$ cat src/rtl/jac1_mem_arbiter_if.sv
// ---------------------------------------------------------------------------
// jac1_mem_arbiter_if
// Bus bundle between the three RAM requesters (fetch, data, debug loader),
// the arbiter and the single-port RAM.
//   i_*  : fetch port    (req/addr in, rdata/ack out)
//   d_*  : data port     (req/we/addr/wdata in, rdata/ack out)
//   g_*  : debug port    (same shape as data port)
//   mem_*: RAM side      (en/we/addr/wdata out, rdata in, synchronous read)
//   busy : arbiter is not idle
// Modports:
//   slave  - the arbiter's view
//   master - the requesters' and RAM's view
// ---------------------------------------------------------------------------
interface jac1_mem_arbiter_if #(
   parameter int DataWidth = 8,
   parameter int AddrWidth = 8
);
   logic                 i_req;
   logic [AddrWidth-1:0] i_addr;
   logic [DataWidth-1:0] i_rdata;
   logic                 i_ack;

   logic                 d_req;
   logic                 d_we;
   logic [AddrWidth-1:0] d_addr;
   logic [DataWidth-1:0] d_wdata;
   logic [DataWidth-1:0] d_rdata;
   logic                 d_ack;

   logic                 g_req;
   logic                 g_we;
   logic [AddrWidth-1:0] g_addr;
   logic [DataWidth-1:0] g_wdata;
   logic [DataWidth-1:0] g_rdata;
   logic                 g_ack;

   logic                 mem_en;
   logic                 mem_we;
   logic [AddrWidth-1:0] mem_addr;
   logic [DataWidth-1:0] mem_wdata;
   logic [DataWidth-1:0] mem_rdata;

   logic                 busy;

   modport slave (
      input  i_req, i_addr,
      output i_rdata, i_ack,
      input  d_req, d_we, d_addr, d_wdata,
      output d_rdata, d_ack,
      input  g_req, g_we, g_addr, g_wdata,
      output g_rdata, g_ack,
      output mem_en, mem_we, mem_addr, mem_wdata,
      input  mem_rdata,
      output busy
   );

   modport master (
      output i_req, i_addr,
      input  i_rdata, i_ack,
      output d_req, d_we, d_addr, d_wdata,
      input  d_rdata, d_ack,
      output g_req, g_we, g_addr, g_wdata,
      input  g_rdata, g_ack,
      input  mem_en, mem_we, mem_addr, mem_wdata,
      output mem_rdata,
      input  busy
   );
endinterface

$ cat src/rtl/jac1_mem_arbiter.sv
// ---------------------------------------------------------------------------
// jac1_mem_arbiter
// Shares the single-port program/data RAM of the Jac1-8 core between
// instruction fetch (I), data load/store (D) and the debug loader (G).
// One access at a time through a four-state sequencer:
//   IDLE -> ISSUE (mem_en) -> WAIT (RAM read latency) -> DONE (ack) -> IDLE
// Debug has strict priority; I and D alternate when both request.
// Ports:
//   clk       : system clock, rising edge
//   sys_res_n : asynchronous active-low reset
//   bus       : jac1_mem_arbiter_if.slave (requester ports, RAM port, busy)
// All outputs come from registers or from the state register alone, so no
// request/address input reaches an output combinationally.
// ---------------------------------------------------------------------------
module jac1_mem_arbiter #(
   parameter int DataWidth = 8,
   parameter int AddrWidth = 8
) (
   input  logic                clk,
   input  logic                sys_res_n,
   jac1_mem_arbiter_if.slave   bus
);

   typedef enum logic [1:0] {
      ST_IDLE  = 2'd0,
      ST_ISSUE = 2'd1,
      ST_WAIT  = 2'd2,
      ST_DONE  = 2'd3
   } state_t;

   typedef enum logic [1:0] {
      ID_I = 2'd0,
      ID_D = 2'd1,
      ID_G = 2'd2
   } id_t;

   state_t               state, state_nxt;
   id_t                  win_id;
   id_t                  grant_id;
   logic                 grant_vld;

   // 1 = last I/D grant went to D. Reset to D so fetch wins the first tie.
   logic                 last_d;

   // Latched command; authoritative from IDLE until the next IDLE.
   logic                 cmd_we;
   logic [AddrWidth-1:0] cmd_addr;
   logic [DataWidth-1:0] cmd_wdata;

   logic [DataWidth-1:0] i_rdata_q, d_rdata_q, g_rdata_q;

   // ---------------------------------------------------------------------
   // State register
   // ---------------------------------------------------------------------
   always_ff @(posedge clk or negedge sys_res_n) begin
      if (!sys_res_n) state <= ST_IDLE;
      else            state <= state_nxt;
   end

   // ---------------------------------------------------------------------
   // Winner selection and next state
   // ---------------------------------------------------------------------
   always_comb begin
      grant_vld = 1'b0;
      grant_id  = ID_I;
      state_nxt = state;

      if (bus.g_req) begin
         grant_vld = 1'b1;
         grant_id  = ID_G;
      end else if (bus.i_req && bus.d_req) begin
         // Tie between I and D: the one not served last time wins.
         grant_vld = 1'b1;
         grant_id  = last_d ? ID_I : ID_D;
      end else if (bus.i_req) begin
         grant_vld = 1'b1;
         grant_id  = ID_I;
      end else if (bus.d_req) begin
         grant_vld = 1'b1;
         grant_id  = ID_D;
      end

      unique case (state)
         ST_IDLE:  if (grant_vld) state_nxt = ST_ISSUE;
         ST_ISSUE: state_nxt = ST_WAIT;
         ST_WAIT:  state_nxt = ST_DONE;
         ST_DONE:  state_nxt = ST_IDLE;
         default:  state_nxt = ST_IDLE;
      endcase
   end

   // ---------------------------------------------------------------------
   // Command latch and round-robin history; only loaded on a grant in IDLE
   // ---------------------------------------------------------------------
   always_ff @(posedge clk or negedge sys_res_n) begin
      if (!sys_res_n) begin
         win_id    <= ID_I;
         last_d    <= 1'b1;
         cmd_we    <= 1'b0;
         cmd_addr  <= '0;
         cmd_wdata <= '0;
      end else if (state == ST_IDLE && grant_vld) begin
         win_id <= grant_id;
         unique case (grant_id)
            ID_I: begin
               cmd_we    <= 1'b0;
               cmd_addr  <= bus.i_addr;
               cmd_wdata <= '0;
               last_d    <= 1'b0;
            end
            ID_D: begin
               cmd_we    <= bus.d_we;
               cmd_addr  <= bus.d_addr;
               cmd_wdata <= bus.d_wdata;
               last_d    <= 1'b1;
            end
            ID_G: begin
               // Debug grants leave the I/D history untouched.
               cmd_we    <= bus.g_we;
               cmd_addr  <= bus.g_addr;
               cmd_wdata <= bus.g_wdata;
            end
            default: begin
               cmd_we    <= 1'b0;
               cmd_addr  <= '0;
               cmd_wdata <= '0;
            end
         endcase
      end
   end

   // ---------------------------------------------------------------------
   // Read data capture: RAM data is valid in WAIT (one cycle after mem_en).
   // Each port's register holds until its next completed read.
   // ---------------------------------------------------------------------
   always_ff @(posedge clk or negedge sys_res_n) begin
      if (!sys_res_n) begin
         i_rdata_q <= '0;
         d_rdata_q <= '0;
         g_rdata_q <= '0;
      end else if (state == ST_WAIT && !cmd_we) begin
         unique case (win_id)
            ID_I:    i_rdata_q <= bus.mem_rdata;
            ID_D:    d_rdata_q <= bus.mem_rdata;
            ID_G:    g_rdata_q <= bus.mem_rdata;
            default: ;
         endcase
      end
   end

   // ---------------------------------------------------------------------
   // Outputs: state decode plus registered command/data
   // ---------------------------------------------------------------------
   assign bus.mem_en    = (state == ST_ISSUE);
   assign bus.mem_we    = (state == ST_ISSUE) && cmd_we;
   assign bus.mem_addr  = cmd_addr;
   assign bus.mem_wdata = cmd_wdata;

   assign bus.i_ack     = (state == ST_DONE) && (win_id == ID_I);
   assign bus.d_ack     = (state == ST_DONE) && (win_id == ID_D);
   assign bus.g_ack     = (state == ST_DONE) && (win_id == ID_G);

   assign bus.i_rdata   = i_rdata_q;
   assign bus.d_rdata   = d_rdata_q;
   assign bus.g_rdata   = g_rdata_q;

   assign bus.busy      = (state != ST_IDLE);

endmodule

$ cat src/flat_wrapper.sv
// flat-port wrapper written by rule: the top's interface ports become plain ports
module jac1_mem_arbiter_flat 
#(
   parameter int DataWidth = 8,
   parameter int AddrWidth = 8
)
  (clk, sys_res_n, bus_i_req, bus_i_addr, bus_i_rdata, bus_i_ack, bus_d_req, bus_d_we, bus_d_addr, bus_d_wdata, bus_d_rdata, bus_d_ack, bus_g_req, bus_g_we, bus_g_addr, bus_g_wdata, bus_g_rdata, bus_g_ack, bus_mem_en, bus_mem_we, bus_mem_addr, bus_mem_wdata, bus_mem_rdata, bus_busy);
  jac1_mem_arbiter_if #(.DataWidth(DataWidth), .AddrWidth(AddrWidth)) bus_i ();
  input  logic clk;
  input  logic sys_res_n;
  input wire logic [$bits(bus_i.i_req)-1:0] bus_i_req;
  input wire logic [$bits(bus_i.i_addr)-1:0] bus_i_addr;
  output wire logic [$bits(bus_i.i_rdata)-1:0] bus_i_rdata;
  output wire logic [$bits(bus_i.i_ack)-1:0] bus_i_ack;
  input wire logic [$bits(bus_i.d_req)-1:0] bus_d_req;
  input wire logic [$bits(bus_i.d_we)-1:0] bus_d_we;
  input wire logic [$bits(bus_i.d_addr)-1:0] bus_d_addr;
  input wire logic [$bits(bus_i.d_wdata)-1:0] bus_d_wdata;
  output wire logic [$bits(bus_i.d_rdata)-1:0] bus_d_rdata;
  output wire logic [$bits(bus_i.d_ack)-1:0] bus_d_ack;
  input wire logic [$bits(bus_i.g_req)-1:0] bus_g_req;
  input wire logic [$bits(bus_i.g_we)-1:0] bus_g_we;
  input wire logic [$bits(bus_i.g_addr)-1:0] bus_g_addr;
  input wire logic [$bits(bus_i.g_wdata)-1:0] bus_g_wdata;
  output wire logic [$bits(bus_i.g_rdata)-1:0] bus_g_rdata;
  output wire logic [$bits(bus_i.g_ack)-1:0] bus_g_ack;
  output wire logic [$bits(bus_i.mem_en)-1:0] bus_mem_en;
  output wire logic [$bits(bus_i.mem_we)-1:0] bus_mem_we;
  output wire logic [$bits(bus_i.mem_addr)-1:0] bus_mem_addr;
  output wire logic [$bits(bus_i.mem_wdata)-1:0] bus_mem_wdata;
  input wire logic [$bits(bus_i.mem_rdata)-1:0] bus_mem_rdata;
  output wire logic [$bits(bus_i.busy)-1:0] bus_busy;
  assign bus_i.i_req = bus_i_req;
  assign bus_i.i_addr = bus_i_addr;
  assign bus_i_rdata = bus_i.i_rdata;
  assign bus_i_ack = bus_i.i_ack;
  assign bus_i.d_req = bus_d_req;
  assign bus_i.d_we = bus_d_we;
  assign bus_i.d_addr = bus_d_addr;
  assign bus_i.d_wdata = bus_d_wdata;
  assign bus_d_rdata = bus_i.d_rdata;
  assign bus_d_ack = bus_i.d_ack;
  assign bus_i.g_req = bus_g_req;
  assign bus_i.g_we = bus_g_we;
  assign bus_i.g_addr = bus_g_addr;
  assign bus_i.g_wdata = bus_g_wdata;
  assign bus_g_rdata = bus_i.g_rdata;
  assign bus_g_ack = bus_i.g_ack;
  assign bus_mem_en = bus_i.mem_en;
  assign bus_mem_we = bus_i.mem_we;
  assign bus_mem_addr = bus_i.mem_addr;
  assign bus_mem_wdata = bus_i.mem_wdata;
  assign bus_i.mem_rdata = bus_mem_rdata;
  assign bus_busy = bus_i.busy;
  jac1_mem_arbiter #(.DataWidth(DataWidth), .AddrWidth(AddrWidth)) u_core (.clk(clk), .sys_res_n(sys_res_n), .bus(bus_i));
endmodule
$ cat config.mk
export PLATFORM = sky130hd
export DESIGN_NAME = jac1_mem_arbiter_flat
export DESIGN_NICKNAME = d
export VERILOG_FILES = /design/src/rtl/jac1_mem_arbiter_if.sv /design/src/rtl/jac1_mem_arbiter.sv /design/src/flat_wrapper.sv
export SDC_FILE = /design/constraint.sdc
export NUM_CORES = 1
export LEC_CHECK = 0
export ABC_AREA = 1
export CORE_MARGIN = 1.5
export CORE_UTILIZATION = 29
export CTS_CLUSTER_DIAMETER = 80
export DETAILED_ROUTE_END_ITERATION = 8
export GPL_ROUTABILITY_DRIVEN = 0
export PLACE_DENSITY = 0.61
export SLEW_MARGIN = 20
export SYNTH_ARGS = -nofsm -noshare
export SYNTH_HDL_FRONTEND = slang
export SYNTH_SLANG_ARGS = --single-unit
export TNS_END_PERCENT = 30
$ cat constraint.sdc
create_clock -name clk -period 3.4 [get_ports clk]
set_input_delay 0.34 -clock clk [delete_from_list [all_inputs] [get_ports clk]]
set_output_delay 0.34 -clock clk [all_outputs]
set_load 0.02 [all_outputs]
==> results.json, run 1 <==
{
  "io_pins": 101,
  "setup_viol": 0,
  "yosysMostFrequentCell": "nand2_1",
  "synthFlopType": "dfrtp_1",
  "postCtsHoldBufs": 0,
  "root_buffer": "clkbuf_8",
  "syn_to_final_growth_pct": 46.8,
  "slew_headroom": 0.614,
  "vias_per_cell": 4.38,
  "crit_path_cell_trace": "inv_2, nor3_1, clkdlybuf4s50_1",
  "numCtsBuffers": 5,
  "skew_ns": 0.00613,
  "required_ns": 3.06,
  "p_leak_nw": 1.62,
  "period_needed_ns": 2.05,
  "post-place-cells": 456,
  "hp-class": "in -> async",
  "gr-total-overflow": 0,
  "synthTopCellsByCount": "nand2_1 (90), dfrtp_1 (45), o21ai_2 (25)",
  "synth_edf_count": 0,
  "synthDistinctLibCells": 24,
  "synth_largest_area_cell": "dfrtp_1",
  "drive_above_1_share": 0.150,
  "maxCapViolCount": 0,
  "grt_pass1_wl_um": 9590,
  "tightest_slew_ns": 0.579,
  "die_height_um": 93.6,
  "die_x_um": 93.6,
  "cts.htree.levels": 2,
  "start_kind": "register",
  "place_area_um2": 3410,
  "wl_per_cell_um": 12.8,
  "clockBufferDepth": 2,
  "antenna_left": 0,
  "die_area_um2": 8760,
  "ir_drop_mv": 0.377,
  "yosysSeqAreaShare": 0.484,
  "dp_hpwl_um": 4420,
  "ys_ff_latch": 46,
  "finalInstanceArea_um2": 3500,
  "fin_cells": 463,
  "critPathArrivalTime_ns": 1.71,
  "crit_slowest_cell": "clkdlybuf4s50_1",
  "final.setup.tns_ns": 0,
  "setup_ws_ns": 1.35,
  "ys_warn_count": 0,
  "final_nets": 421,
  "worstSetupPathType": "reg -> out",
  "cp-end-kind": "output port",
  "drtIter0Drc": 73,
  "drv_slew": 0,
  "clock-sinks": 46,
  "status": "finished, final reports clean",
  "antenna_found_initial": 0,
  "fin_util": 0.445,
  "syn_avg_cell_area_um2": 9.05,
  "clkLatencyLatePin_ns": 0.29,
  "cp_max_fo": 5,
  "cpPeakStageDelay_ns": 0.64,
  "syn_area_um2": 2380,
  "synth.top_cell.area_share": 0.473,
  "synthTopCellsByArea": "dfrtp_1 (47%), nand2_1 (14%), o21ai_2 (9.2%), inv_1 (3.8%), nand3_1 (3.6%)",
  "async_reset_ff_frac": 1.00,
  "rows": 32,
  "min_period_over_period": 0.604,
  "grt_usage": 0.140,
  "grt_max_degree": 47,
  "cts_tree": "built",
  "core_um2": 7850,
  "syn_nets": 323,
  "power.density_nw_per_um2": 833,
  "initial_core_util": 0.303,
  "place_ws_ns": 1.41,
  "rsz0062_at_grt": "false",
  "clk_pin_slew_worst_paths_ns": 0.08,
  "cts_resized": 0,
  "port_buffers": 100,
  "postCtsSetupBuffers": 0,
  "routed_wl_um": 5910,
  "fmax_mhz": 487,
  "hold_viol_final": 0,
  "path_delay_family": "buffers and inverters",
  "syn_inst": 263,
  "first_pass_iters": 4,
  "vias": 2029,
  "path_buf_inv": 2,
  "drc": 0,
  "antenna_cells": 0,
  "grt_pass1_vias": 1994
}
[layout make-up]
class	count	area (um2)
sequential	46	1150
clock buffer	6	72.6
fill	822	4350
multi-input combinational	179	1010
timing repair buffer	101	1010
inverter	28	115
clock inverter	1	7.51
tap	102	128
[logic make-up after synthesis]
group / count (synthesis) / share of synthesized area
adder cells (fa/ha/maj): 5 / 0.0263
AND/OR/NAND/NOR: 135 / 0.279
AO/OA/AOI/OAI: 39 / 0.121
buffers and inverters: 38 / 0.0899
flip-flops: 46 / 0.484
[final timing paths]
kind	slack, ns	cells after the start	from	end
worst max register to register	1.86	7	u_core.state[0]	u_core.bus.d_rdata[2]
worst max-delay path	1.35	3	u_core.win_id[1]	bus_g_ack
worst min register to register	0.48	2	u_core.bus.g_rdata[3]	u_core.bus.g_rdata[3]
min in group clk	0.48	2	u_core.bus.g_rdata[3]	u_core.bus.g_rdata[3]
worst min-delay path	0.04	1	sys_res_n	u_core.bus.i_rdata[2]
max in group asynchronous	2.97	1	sys_res_n	u_core.bus.mem_addr[6]
[layout by cell type (no fill, tap or decap), drive strengths merged]
master and count:
or2 1, o21ai 39, clkinvlp 1, ha 5, dfrtp 45, dfstp 1
nand2 100, nand4 8, nor3 3, nor2 2, nand3 21, clkbuf 6
clkdlybuf4s50 99, buf 2, inv 28
[stage by stage]
stage / hold WS (ns) / power (W)
2_1_floorplan: 0.0444 / 0.00195
4_1_cts: 0.249 / 0.00295
3_3_place_gp: 0.465 / 0.00261
3_5_place_dp: 0.467 / 0.00263
6_report: 0.0374 / 0.00291
5_1_grt: 0.0767 / 0.00313
[sequential cells by signal (all words and copies together), names as in the netlist]
signal / flops
u_core.bus.d_rdata: 8
u_core.bus.g_rdata: 8
u_core.bus.i_rdata: 8
u_core.bus.mem_addr: 8
u_core.bus.mem_wdata: 8
u_core.state: 2
u_core.win_id: 2
u_core.cmd_we: 1
u_core.last_d: 1
[where the power goes]
| group | internal (W) | total [W] | switching [W] | leakage (nW) |
|---|---|---|---|---|
| Combinational | 0.000724 | 0.00161 | 0.000884 | 1.02 |
| Clock | 0.000141 | 0.000313 | 0.000172 | 0.0373 |
| Sequential | 0.000815 | 0.000991 | 0.000176 | 0.565 |
[metal layers]
metal | share of wire | vias to the layer above | global-route usage
met5 | 0 | - | 0
met4 | 0.011 | 0 | 0.0373
met3 | 0.053 | 6 | 0.0350
met2 | 0.49 | 48 | 0.230
met1 | 0.45 | 936 | 0.183
li1 | - | 1039 | -
No activity file was read; power rests on OpenSTA's default activity.
==> inputs of run 2 (changes only) <==
- clock period: 3.4 -> 2 ns (I/O delays scaled with it)
==> run 2 against run 1 <==
Effect of this change:
- utilization up 0.94 points
- power up 76%
- cell count up 0.86%
- combinational power up 70%
- sequential share of layout area down 0.68 points
- routed wire length up 1.7%
- die area unchanged
- global-route usage up 0.38 points
- first-iteration DRC count down 21%
- non-clock buffer count up 3
- critical endpoint is now bus_d_ack
- highest routed layer unchanged
==> results.json, run 2 (synthesis gave the netlist of run 1 again) <==
{
  "status": "finished, final reports clean",
  "core_um2": 7850,
  "grt_pass1_vias": 2001,
  "switchingPower_w": 0.00212,
  "path_delay_family": "buffers and inverters",
  "rrSetupSlack_ns": 0.47,
  "numCtsBuffers": 5,
  "rows": 32,
  "drtIter0Drc": 58,
  "drive_above_1_share": 0.159,
  "internal_power_w": 0.00299,
  "cts.htree.levels": 2,
  "worstSetupPathType": "reg -> out",
  "initial_core_util": 0.303,
  "p_leak_nw": 1.68,
  "vias_per_cell": 4.39,
  "grt_pass1_wl_um": 9920,
  "finalInstanceArea_um2": 3570,
  "skew_ns": 0.00959,
  "io_pins": 101,
  "vias": 2052,
  "drv_slew": 0,
  "hold_viol_final": 0,
  "ir_drop_mv": 0.510,
  "p_comb_frac": 0.535,
  "routed_wl_um": 6010,
  "required_ns": 1.80,
  "crit_slowest_cell": "clkdlybuf4s50_1",
  "cpPeakStageDelay_ns": 0.64,
  "clock-sinks": 46,
  "cp-end-kind": "output port",
  "die_area_um2": 8760,
  "grt_usage": 0.144,
  "clockBufferDepth": 2,
  "first_pass_iters": 4,
  "p_clk_frac": 0.137,
  "path_buf_inv": 2,
  "antenna_left": 0,
  "seq_power_share": 0.327,
  "dp_hpwl_um": 4550,
  "antenna_cells": 0,
  "slew_headroom": 0.693,
  "maxCapViolCount": 0,
  "drc": 0,
  "cp_max_fo": 4,
  "cts_tree": "built",
  "die_height_um": 93.6,
  "root_buffer": "clkbuf_8",
  "tightest_slew_ns": 0.460,
  "clkLatencyLatePin_ns": 0.30,
  "place_area_um2": 3440,
  "final_nets": 424,
  "wl_per_cell_um": 12.9,
  "power.density_nw_per_um2": 1430,
  "fmax_mhz": 524,
  "final.setup.tns_ns": 0,
  "min_period_over_period": 0.955,
  "total_power_w": 0.00511,
  "critPathArrivalTime_ns": 1.71,
  "syn_to_final_growth_pct": 49.9,
  "clk_pin_slew_worst_paths_ns": 0.09,
  "antenna_found_initial": 0,
  "period_needed_ns": 1.91,
  "swShare": 0.415,
  "mostFrequentLayoutCells": "clkdlybuf4s50_1 (97), nand2_1 (90), dfrtp_1 (45)",
  "hold-worst-slack_ns": 0.401,
  "gr-total-overflow": 0,
  "rsz0062_at_grt": "false",
  "start_kind": "register",
  "crit_path_cell_trace": "inv_2, nor3_1, clkdlybuf4s50_1",
  "die_x_um": 93.6,
  "setup_viol": 0,
  "layout_commonest_cell": "clkdlybuf4s50_1",
  "grt_max_degree": 29,
  "hp-class": "in -> async",
  "port_buffers": 100
}
-- run 2: cell count changes in the layout (fill, tap and decap cells not counted), sizes merged --
cell,previous run,this run
clkbuf,6,5
clkinvlp,1,2
dlygate4sd3,0,1
bufinv,0,1
clkdlybuf4s50,99,97
dlymetal6s2s,0,2
buf,2,4
-- run 2: final cells by class --
cell class              count  area [um2]
fillers                   792        4280
flip-flops and latches     46        1150
repair buffers            104        1050
multi-input cells         179        1010
well taps                 102         128
inverters                  28         115
clock buffers               5        68.8
clock inverters             3        45.0
-- run 2: final timing paths --
kind	endpoint	depth (start not counted)	from
setup / recovery	bus_d_ack	3	u_core.win_id[0]
hold / removal	u_core.state[1]	2	sys_res_n
hold reg to reg	u_core.bus.mem_addr[2]	2	u_core.bus.mem_addr[2]
setup reg to reg	u_core.bus.g_rdata[2]	7	u_core.state[0]
max in group asynchronous	u_core.bus.mem_wdata[5]	3	sys_res_n
min in group clk	u_core.bus.mem_addr[2]	2	u_core.bus.mem_addr[2]
-- run 2: what timing repair did --
item,CTS,global route
hold buffers,1,0
setup buffers,0,0
setup endpoints to repair,0,2
endpoints found under the hold margin,17,0
resized for setup,0,2
-- run 2: routing by layer --
metal | track usage | wire [um] | vias up
met5 | 0 | 0 | -
li1 | - | - | 1049
met2 | 0.242 | 2950 | 53
met4 | 0.0336 | 46 | 0
met1 | 0.191 | 2760 | 946
met3 | 0.0268 | 252 | 4
-- run 2: power groups by stage --
stage	Combinational (W)	Clock, W	Sequential [W]
2_1_floorplan	0.00118	0	0.00214
3_3_place_gp	0.00274	0	0.00170
3_5_place_dp	0.00278	0	0.00169
4_1_cts	0.00278	0.000728	0.00168
5_1_grt	0.00298	0.000767	0.00174
6_report	0.00274	0.000701	0.00167
-- run 2: through the flow --
stage | setup slack (ns) | cells | utilization
after global routing | 0.00302 | 467 | 0.455
after floorplan | 0.655 | 263 | -
final | 0.0903 | 467 | 0.455
after detailed placement | 0.375 | 458 | 0.438
after CTS | 0.0291 | 467 | 0.454
after global placement | 0.369 | 458 | 0.438
==> inputs of run 3 (changes only) <==
- RECOVER_POWER: not set -> 50
==> run 3 against run 2 <==
Effect of this change:
- clock skew decreased by 0.00099 ns
- largest power group unchanged
- sequential power is essentially flat
- register-to-register slack is essentially flat
- cell count unchanged
- first-iteration DRC count is 21% lower
==> results.json, run 3 (synthesis gave the netlist of run 1 again) <==
{
  "status": "finished, final reports clean",
  "start_kind": "register",
  "port_buffers": 100,
  "worstSetupPathType": "reg -> out",
  "cts_tree": "built",
  "mostFrequentLayoutCells": "nand2_1 (90), clkdlybuf4s50_1 (78), dfrtp_1 (45)",
  "die_area_um2": 8760,
  "cp_max_fo": 4,
  "vias": 2039,
  "clock-sinks": 46,
  "critPathArrivalTime_ns": 1.71,
  "p_leak_nw": 1.69,
  "routed_wl_um": 5990,
  "drv_slew": 0,
  "layout_commonest_cell": "nand2_1",
  "first_pass_iters": 4,
  "cp-end-kind": "output port",
  "ir_drop_mv": 0.507,
  "nFillCells": 795,
  "top_layer_used": "met4",
  "drc": 0,
  "period_needed_ns": 1.91,
  "numCtsBuffers": 5,
  "antenna_found_initial": 0,
  "p_clk_frac": 0.139,
  "skew_ns": 0.00860,
  "maxCapViolCount": 0,
  "die_height_um": 93.6,
  "met3_length_um": 235,
  "min_period_over_period": 0.955,
  "seq_power_share": 0.331,
  "power.density_nw_per_um2": 1420,
  "grt_pass1_vias": 2001,
  "switchingPower_w": 0.00211,
  "required_ns": 1.80,
  "final.setup.tns_ns": 0,
  "internal_power_w": 0.00292,
  "final_nets": 424,
  "grt_usage": 0.144,
  "slew_headroom": 0.316,
  "fmax_mhz": 524,
  "cts.htree.levels": 2,
  "grt_pass1_wl_um": 9920,
  "clk_pin_slew_worst_paths_ns": 0.09,
  "place_ws_ns": 0.375,
  "wl_per_cell_um": 12.8,
  "multi_input_area_um2": 1010,
  "antenna_cells": 0,
  "core_um2": 7850,
  "grt_max_degree": 29,
  "hold_viol_final": 0,
  "setup_ws_ns": 0.0905,
  "root_buffer": "clkbuf_8",
  "seqCellArea_um2": 1150,
  "tightest_slew_ns": 1.03,
  "clockBufferDepth": 2,
  "drive_above_1_share": 0.156,
  "gr-total-overflow": 0,
  "syn_to_final_growth_pct": 49.3,
  "clkLatencyLatePin_ns": 0.30,
  "hp-class": "reg -> reg",
  "io_pins": 101,
  "wl_met1_um": 2730,
  "swShare": 0.420,
  "vias_per_cell": 4.37,
  "drtIter0Drc": 46,
  "met2_length_um": 2980,
  "initial_core_util": 0.303,
  "setup_viol": 0,
  "p_comb_frac": 0.530,
  "rsz0062_at_grt": "false",
  "die_x_um": 93.6,
  "fin_util": 0.453,
  "rows": 32,
  "antenna_left": 0,
  "dp_hpwl_um": 4550
}
## run 3: cell count changes in the layout (fill, tap and decap cells not counted)
cell / before / now
buf_12: 1 / 0
clkdlybuf4s50_1: 97 / 78
buf_2: 1 / 0
dlygate4sd3_1: 1 / 20
clkbuf_1: 0 / 1
clkbuf_4: 0 / 1
## run 3: path summary, 6_finish.rpt
| path | start | to | slack (ns) | cells past startpoint |
|---|---|---|---|---|
| max in group asynchronous | sys_res_n | u_core.cmd_we | 0.37 | 3 |
| worst max-delay path | u_core.win_id[0] | bus_d_ack | 0.09 | 3 |
| worst max register to register | u_core.state[0] | u_core.bus.g_rdata[2] | 0.48 | 7 |
| min in group asynchronous | sys_res_n | u_core.state[1] | 0.61 | 2 |
| worst min register to register | u_core.bus.mem_addr[2] | u_core.bus.mem_addr[2] | 0.48 | 2 |
| worst min-delay path | u_core.bus.mem_addr[2] | u_core.bus.mem_addr[2] | 0.48 | 2 |
## run 3: timing repair
| item | CTS | global route |
|---|---|---|
| endpoints found under the hold margin | 17 | 0 |
| gates resized for setup | 0 | 2 |
| hold buffers | 1 | 0 |
| setup buffers | 0 | 0 |
| setup endpoints to repair | 0 | 2 |
## run 3: area by class of cell
class                      instances  share of cell area
sequential                        46               0.324
clock inverter                     3              0.0127
multi-input combinational        179               0.285
inverter                          28              0.0324
tap                              102              0.0359
clock buffer                       5              0.0194
timing repair buffer             104               0.290
## run 3: through the flow
| step | total power, W | hold WS [ns] | cells | instance area [um2] |
|---|---|---|---|---|
| 2_1_floorplan | 0.00332 | -0.0956 | 263 | 2380 |
| 3_3_place_gp | 0.00444 | 0.179 | 458 | 3440 |
| 3_5_place_dp | 0.00447 | 0.188 | 458 | 3440 |
| 4_1_cts | 0.00520 | 0.425 | 467 | 3560 |
| 5_1_grt | 0.00541 | 0.494 | 467 | 3560 |
| 6_report | 0.00503 | 0.476 | 467 | 3560 |
## run 3: critical path, stage by stage, from the launching register on
cell and delay (ns):
dfrtp_1 0.45, inv_2 0.12, nor3_1 0.20, clkdlybuf4s50_1 0.64
## run 3: per-layer routing
layer,vias to the layer above,global-route usage
met5,-,0
met4,0,0.0336
met3,4,0.0268
met2,44,0.242
met1,942,0.191
li1,1049,-
## run 3: power by group through the flow
stage	clock (W)	sequential [W]	combinational [W]
2_1_floorplan	0	0.00214	0.00118
5_1_grt	0.000767	0.00174	0.00291
3_5_place_dp	0	0.00169	0.00278
6_report	0.000699	0.00167	0.00267
4_1_cts	0.000728	0.00168	0.00278
3_3_place_gp	0	0.00170	0.00274
